==> config.mk <==
export PLATFORM = sky130hd
export DESIGN_NAME = prog_loader
export DESIGN_NICKNAME = d
export VERILOG_FILES = /design/src/rtl/prog_loader.sv
export SDC_FILE = /design/constraint.sdc
export NUM_CORES = 1
export LEC_CHECK = 0
export CORE_AREA = 4 4 131 133
export CTS_CLUSTER_DIAMETER = 30
export DETAILED_ROUTE_END_ITERATION = 6
export DIE_AREA = 0 0 135 137
export HOLD_SLACK_MARGIN = 0.06
export PLACE_DENSITY = 0.72
export REMOVE_ABC_BUFFERS = 1
export SETUP_SLACK_MARGIN = 0.3
export SYNTH_ARGS = -nofsm -noshare
export SYNTH_HDL_FRONTEND = slang
export SYNTH_SLANG_ARGS = --single-unit
==> constraint.sdc <==
create_clock -name clk -period 8.68 [get_ports clk]
set_input_delay 1.302 -clock clk [delete_from_list [all_inputs] [get_ports clk]]
set_output_delay 1.302 -clock clk [all_outputs]
set_load 0.005 [all_outputs]
==> src/rtl/prog_loader.sv <==
// Boot loader: byte stream -> 32-bit instruction-memory writes, then CPU release.
// Optional trailing checksum byte with PROG_LOADER_CHECKSUM_EN.
module prog_loader #(
    parameter logic [31:0] BASE_ADDR      = 32'h0000_0000,
    parameter int          MAX_WORDS      = 256,
    parameter int          TIMEOUT_CYCLES = 100000
) (
    input  logic        clk,
    input  logic        reset,
    input  logic        start,
    input  logic        rx_valid,
    input  logic [7:0]  rx_data,
    output logic        load_enable,
    output logic [31:0] load_address,
    output logic [31:0] load_data,
    output logic        cpu_reset,
    output logic        fetch_enable,
    output logic        busy,
    output logic        done,
    output logic        error,
    output logic [15:0] words_loaded
);

    localparam logic [16:0] LP_MAX   = 17'(MAX_WORDS);
    localparam logic [31:0] LP_TO    = 32'(TIMEOUT_CYCLES);
    localparam bit          LP_TO_EN = (TIMEOUT_CYCLES != 0);

    typedef enum logic [2:0] {
        S_IDLE,
        S_LEN,
        S_DATA,
`ifdef PROG_LOADER_CHECKSUM_EN
        S_CSUM,
`endif
        S_RUN,
        S_ERROR
    } state_t;

    state_t      r_state;
    state_t      w_next;
    logic [1:0]  r_byte_cnt;
    logic [7:0]  r_len_lo;
    logic [15:0] r_count;
    logic [23:0] r_word;
    logic [15:0] r_words_loaded;
    logic [31:0] r_idle;
    logic        r_load_enable;
    logic [31:0] r_load_address;
    logic [31:0] r_load_data;
    logic        r_run_d;
`ifdef PROG_LOADER_CHECKSUM_EN
    logic [7:0]  r_csum;
`endif

    logic [15:0] w_n;
    logic        w_n_bad;
    logic        w_busy;
    logic        w_timeout;
    logic        w_last_word;

    assign w_n         = {rx_data, r_len_lo};
    assign w_n_bad     = (w_n == 16'd0) || ({1'b0, w_n} > LP_MAX);
    assign w_last_word = (r_words_loaded + 16'd1) == r_count;
    assign w_timeout   = LP_TO_EN && !rx_valid && (r_idle == LP_TO - 32'd1);

    always_comb begin
        w_busy = 1'b0;
        unique case (r_state)
            S_LEN, S_DATA: w_busy = 1'b1;
`ifdef PROG_LOADER_CHECKSUM_EN
            S_CSUM:        w_busy = 1'b1;
`endif
            default:       w_busy = 1'b0;
        endcase
    end

    always_ff @(posedge clk or posedge reset) begin
        if (reset) r_state <= S_IDLE;
        else       r_state <= w_next;
    end

    always_comb begin
        w_next = r_state;
        unique case (r_state)
            S_IDLE: if (start) w_next = S_LEN;
            S_LEN: begin
                if (rx_valid && r_byte_cnt[0])
                    w_next = w_n_bad ? S_ERROR : S_DATA;
                else if (w_timeout)
                    w_next = S_ERROR;
            end
            S_DATA: begin
                if (rx_valid && r_byte_cnt == 2'd3 && w_last_word)
`ifdef PROG_LOADER_CHECKSUM_EN
                    w_next = S_CSUM;
`else
                    w_next = S_RUN;
`endif
                else if (w_timeout)
                    w_next = S_ERROR;
            end
`ifdef PROG_LOADER_CHECKSUM_EN
            S_CSUM: begin
                if (rx_valid)
                    w_next = (rx_data == r_csum) ? S_RUN : S_ERROR;
                else if (w_timeout)
                    w_next = S_ERROR;
            end
`endif
            S_RUN, S_ERROR: if (start) w_next = S_LEN;
            default: w_next = S_IDLE;
        endcase
    end

    always_ff @(posedge clk or posedge reset) begin
        if (reset) begin
            r_byte_cnt     <= 2'd0;
            r_len_lo       <= 8'd0;
            r_count        <= 16'd0;
            r_word         <= 24'd0;
            r_words_loaded <= 16'd0;
            r_idle         <= 32'd0;
            r_load_enable  <= 1'b0;
            r_load_address <= 32'd0;
            r_load_data    <= 32'd0;
            r_run_d        <= 1'b0;
`ifdef PROG_LOADER_CHECKSUM_EN
            r_csum         <= 8'd0;
`endif
        end else begin
            r_load_enable <= 1'b0;
            r_run_d       <= (r_state == S_RUN);
            // Idle timer only runs while a stream is expected
            if (w_busy && !rx_valid) r_idle <= r_idle + 32'd1;
            else                     r_idle <= 32'd0;

            unique case (r_state)
                S_LEN: begin
                    if (rx_valid) begin
                        if (!r_byte_cnt[0]) begin
                            r_len_lo   <= rx_data;
                            r_byte_cnt <= 2'd1;
                        end else begin
                            r_count    <= w_n;
                            r_byte_cnt <= 2'd0;
                            if (!w_n_bad) begin
                                r_words_loaded <= 16'd0;
`ifdef PROG_LOADER_CHECKSUM_EN
                                r_csum         <= 8'd0;
`endif
                            end
                        end
                    end
                end
                S_DATA: begin
                    if (rx_valid) begin
                        r_byte_cnt <= r_byte_cnt + 2'd1;
`ifdef PROG_LOADER_CHECKSUM_EN
                        r_csum     <= r_csum + rx_data;
`endif
                        unique case (r_byte_cnt)
                            2'd0: r_word[7:0]   <= rx_data;
                            2'd1: r_word[15:8]  <= rx_data;
                            2'd2: r_word[23:16] <= rx_data;
                            default: begin
                                r_load_enable  <= 1'b1;
                                r_load_data    <= {rx_data, r_word};
                                r_load_address <= BASE_ADDR
                                    + {14'd0, r_words_loaded, 2'b00};
                                r_words_loaded <= r_words_loaded + 16'd1;
                            end
                        endcase
                    end
                end
`ifdef PROG_LOADER_CHECKSUM_EN
                S_CSUM: r_byte_cnt <= 2'd0;
`endif
                default: r_byte_cnt <= 2'd0;
            endcase
        end
    end

    assign busy         = w_busy;
    assign done         = (r_state == S_RUN);
    assign error        = (r_state == S_ERROR);
    assign cpu_reset    = (r_state != S_RUN);
    assign fetch_enable = (r_state == S_RUN) && r_run_d;
    assign load_enable  = r_load_enable;
    assign load_address = r_load_address;
    assign load_data    = r_load_data;
    assign words_loaded = r_words_loaded;

endmodule

### Word-level counts from Yosys, hierarchy flattened

Cells that the tools add are included.

| cells by class | value |
|---|---|
| bitwise gates (word level) | 2 |
| add/subtract/negate cells | 3 |
| reductions and logical operators | 23 |
| multiplexer cells | 21 |
| magnitude comparators | 1 |
| equality and inequality tests | 16 |

Operators by type and width:

| operator | number |
|---|---|
| $mux W16 | 5 |
| $add A32 B1 Y32 const B | 1 |
| $eq A32 B17 Y1 const B | 1 |
| $mux W32 | 1 |
| $pmux W16 S2 | 1 |
| $reduce_and A3 Y1 | 6 |
| $add A16 B1 Y16 const B | 1 |
| $eq A16 B16 Y1 | 1 |
| $gt A16 B9 Y1 const B | 1 |
| $logic_not A16 Y1 | 1 |
| $mux W3 | 5 |
| $ne A2 B2 Y1 const B | 5 |
| $pmux W3 S3 | 1 |
| $eq A3 B2 Y1 const B | 2 |
| $logic_and A1 B1 Y1 | 6 |
| $reduce_and A6 Y1 | 1 |
| $reduce_or A3 Y1 | 2 |
| $mux W1 | 5 |
| $eq A2 B2 Y1 const B | 2 |
| $mux W2 | 2 |
| $pmux W2 S2 | 1 |
| $eq A3 B1 Y1 const B | 1 |
| $eq A3 B3 Y1 const B | 1 |
| $logic_not A3 Y1 | 1 |
| 11 further kinds | 12 |

| word-level totals | value |
|---|---|
| output and inout port bits | 86 |
| register bits | 151 |
| input bits | 12 |
| word-level logic and storage cells | 79 |

### Longest topological paths before layout

| logic depth | value |
|---|---|
| depth in word-level cells | 6 |
| gate-level depth with buffers | 8 |
| gate-level depth less buffers | 7 |

### Worst setup path after synthesis

OpenSTA, ideal clock, no wires.

| timing path | value |
|---|---|
| path type | input-to-reg |
| from | input port rx_valid |
| to | register r_count[10] |
| stages on the path | 5 |
| data required time | 8.555 ns |
| arrival | 2.666 ns |
| library setup time | 0.125 ns |
| slack | 5.890 ns |
| path through | clkbuf_1 > nand2_1 > nor3_2 > buf_2 > mux2_2 |

| between the ends | value |
|---|---|
| longest elaborated chain between the ends | 1 |

Ends and longest elaborated chain:

| element | line | text |
|---|---|---|
| from (decl) | 11 | `input logic rx_valid,` |
| $reduce_and A3 Y1 (no source line) | n/a |  |
| to (signal assigned) | 144 | `r_count <= w_n;` |
| to (decl) | 43 | `logic [15:0] r_count;` |

No other way between the ends.
A chain may end at the register's enable or synchronous reset.

### Final worst setup path

| timing path | value |
|---|---|
| from | input port rx_valid |
| to | register r_words_loaded[14], in the netlist words_loaded[14] |

| between the ends | value |
|---|---|
| longest elaborated chain between the ends | 2 |
| elaborated cells between the ends (all ways) | 3 |
| those cells by class | eq/ne (2); reduce/logical (1) |

Ends and longest elaborated chain:

| element | line | text |
|---|---|---|
| $ne A2 B2 Y1 (no source line) | n/a |  |
| $reduce_and A6 Y1 (no source line) (*) | n/a |  |
| to (signal assigned) | 170 | `r_words_loaded <= r_words_loaded + 16'd1;` |
| to (decl) | 45 | `logic [15:0] r_words_loaded;` |

Every way passes the cells marked *; elsewhere a longest branch is shown, timed or not.

==> flow_summary.yaml <==
timing:
  hold_viol_final: 0
  skew_ns: 0.006570
  drv_slew: 0
  rsz0062_at_grt: "false"
  final.setup.tns_ns: 0
  finalCritPeriodShare: 0.4034
  fin_ws_ns: 5.178
  finalSetupViolCount: 0
  worst_pin_slew_ns: 0.9339
  max_freq_ghz: 0.2856
  slew_headroom: 0.3774
  fin_crit_ns: 3.502
synthesis:
  synth_top_family_by_area: "simple AND/OR/NAND/NOR gates"
  async_reset_ff_frac: 1.000
  synth_flop_cell: "dfrtp_1"
  syn_avg_cell_area_um2: 9.997
  synth_fa_ha_area_frac: 0.01236
  synth-xor-area-share: 0.06178
  synth_area_um2: 7088
  yosysUniqueCellTypes: 55
  ys_warn_count: 0
  synth_edf_count: 0
  synth_compound_area_frac: 0.05137
  yosysSeqAreaShare: 0.5331
  synth_simple_gate_area_share: 0.2152
  muxShareOfSynthArea: 0.08226
  syn-instance-count: 709
  ys_ff_latch: 151
setup_path:
  critPathKind: "input pin to flip-flop"
  crit_required_ns: 9.01
  crit_path_end: "words_loaded[14]$_DFFE_PP0P_"
  reg2reg_depth: 7
  cp.arrival_ns: 3.83
  reg2reg_from: "r_state[0]$_DFFE_PP0P_"
  r2r_setup_slack_ns: 6.04
  start_kind: "input pin"
  end_kind: "flip-flop"
  reg2reg_to: "words_loaded[14]$_DFFE_PP0P_"
  startpoint: "rx_valid"
  path_max_fanout: 69
global_routing:
  antenna_found_initial: 0
  grt.overflow.total: 0
  grt_use_total: 0.1736
  grt_pass1_vias: 5105
  grt_max_degree: 80
  grt_pass1_wl_um: 25650
routing:
  vias_per_cell: 5.125
  vias: 5166
  drtAntennaViolNets: 0
  detail_route.wl_per_cell_um: 14.99
  drc: 0
  drtPass1Iterations: 5
  drtIter0Drc: 373
  routed_wl_um: 15110
run:
  drv_cap: 0
cells_and_area:
  fin_nets: 800
  antennaDiodeCount: 0
  layoutNonFillerInstCount: 1008
  final_common_cell: "nand2_1"
  syn2layout_area_growth_pct: 20.64
  drive_gt1_frac: 0.1174
  post-route-util: 0.5402
  fillers: 1407
  final_cell_mix: "180 x nand2_1, 151 x dfrtp_1, 81 x clkdlybuf4s50_1, 50 x mux2_2, 47 x nor2_1"
clock_network:
  cts_buffer_depth: 2
  clk_latency_ns: 0.42
  cts.repair.resized: 0
  cts-buffers-inserted: 17
  cts.hold.buffers_added: 0
  ctsRootBufferMaster: "clkbuf_16"
  htreeDepth: 4
  cts_setup_buffers: 0
  clk_pin_slew_worst_paths_ns: 0.06
  clock-sinks: 151
  cts_tree: "built"
power:
  p_int_mw: 1.304
  p_leak_nw: 3.973
  p_seq_frac: 0.472
  p_sw_uw: 473.6
  power_density_nw_per_um2: 207.9
  switching_share: 0.2664
  pwr-share-comb: 0.149
  clockPowerShare: 0.379
  vdd_drop_max_uv: 159.7
die:
  dieArea_um2: 18500
  coreArea_um2: 15830
  rows: 46
  ioPinCount: 98
  start_util: 0.4478
  chipHeight_um: 137
  die_w_um: 135
place:
  dp.cells: 978
  dp_slack_ns: 4.722
  place.gp.congestion: 0.7946
  io_buffer_count: 81
  dp_hpwl_um: 10060
outcome:
  outcome: "complete, no violations"
min_path:
  hold_path.class: "flip-flop to flip-flop"
  min_delay_path_depth: 2
==> through the flow <==
| step | area [µm²] | hold WS [ns] | total power [mW] |
|---|---|---|---|
| 6_report | 8551 | 0.4584 | 1.778 |
| 5_1_grt | 8551 | 0.4748 | 1.865 |
| 4_1_cts | 8551 | 0.4612 | 1.788 |
| 3_5_place_dp | 8019 | 0.4459 | 1.112 |
| 3_3_place_gp | 8019 | 0.4407 | 1.103 |
| 2_1_floorplan | 6893 | 0.4331 | 1.029 |
==> cell type report <==
type | count | area, µm² | share of cell area
clock inverters | 8 | 77.57 | 0.009072
repair buffers | 86 | 848.3 | 0.09921
clock buffers | 22 | 454.2 | 0.05312
multi-input cells | 510 | 3060 | 0.3579
well taps | 216 | 270.3 | 0.03161
flip-flops and latches | 151 | 3779 | 0.4419
inverters | 15 | 61.31 | 0.007170
==> worst max-delay path, cell delays in order <==
cell	delay, ns
clkdlybuf4s50_1	0.62
nor3b_4	0.36
nand2_2	0.07
buf_4	0.33
inv_2	0.76
a21oi_1	0.15
o21ai_0	0.18
==> sequential cells by signal (all words and copies together), names as in the netlist <==
register and cells:
load_address 16, load_data 32, load_enable 1, r_byte_cnt 2, r_count 16, r_idle 32, r_len_lo 8, r_run_d 1
r_state 3, r_word 24, words_loaded 16
==> cells in the mapped netlist, drive strengths merged, types with 5 or more instances <==
cell	number	share of area
nor4	13	0.014
xnor2	12	0.015
mux2	50	0.079
o21ai	26	0.018
a21oi	13	0.0092
nand3b	5	0.0053
nand3	23	0.016
and3	5	0.0044
nand4	15	0.015
clkbuf	24	0.013
nor3	8	0.0071
ha	7	0.012
nand2b	5	0.0044
nand2	181	0.096
buf	24	0.023
nor2	47	0.025
and4	5	0.0062
or3	6	0.0053
inv	15	0.0079
dfrtp	151	0.53
xor2	38	0.047
==> power by group through the flow <==
| stage | Clock (mW) | Combinational (mW) | Sequential (mW) |
|---|---|---|---|
| finish | 0.673 | 0.265 | 0.840 |
| global route | 0.719 | 0.296 | 0.850 |
| detailed placement | 0 | 0.262 | 0.850 |
| floorplan | 0 | 0.201 | 0.828 |
| CTS | 0.682 | 0.267 | 0.839 |
| global placement | 0 | 0.254 | 0.848 |
==> cells by family after synthesis <==
family | Yosys count
and+or+nand+nor | 326
DFF | 151
buffers and inverters | 63
AOI/OAI and AO/OA | 59
muxes | 52
xor gates and xnor gates | 50
adders and majority gates | 7
other | 1
==> routing by layer <==
metal  GRT usage  part of all wire  wire [µm]  vias to the layer above
li1            -                 -          -                     2504
met1      0.2277              0.45       6763                     2525
met2      0.2879              0.49       7458                      120
met3     0.04338             0.048        722                       17
met4     0.05039             0.011        164                        0
met5           0                 0          0                        -
==> worst min-delay path by stage <==
stage / start / end / slack, ns
after floorplan: r_word[0]$_DFFE_PP0P_ / load_data[0]$_DFFE_PP0P_ / 0.43
after global placement: r_word[21]$_DFFE_PP0P_ / load_data[21]$_DFFE_PP0P_ / 0.44
after detailed placement: r_word[8]$_DFFE_PP0P_ / load_data[8]$_DFFE_PP0P_ / 0.45
after CTS: r_word[1]$_DFFE_PP0P_ / load_data[1]$_DFFE_PP0P_ / 0.46
after global routing: r_word[1]$_DFFE_PP0P_ / load_data[1]$_DFFE_PP0P_ / 0.47
final: r_word[1]$_DFFE_PP0P_ / load_data[1]$_DFFE_PP0P_ / 0.46
(Power assumes the default switching activity.)
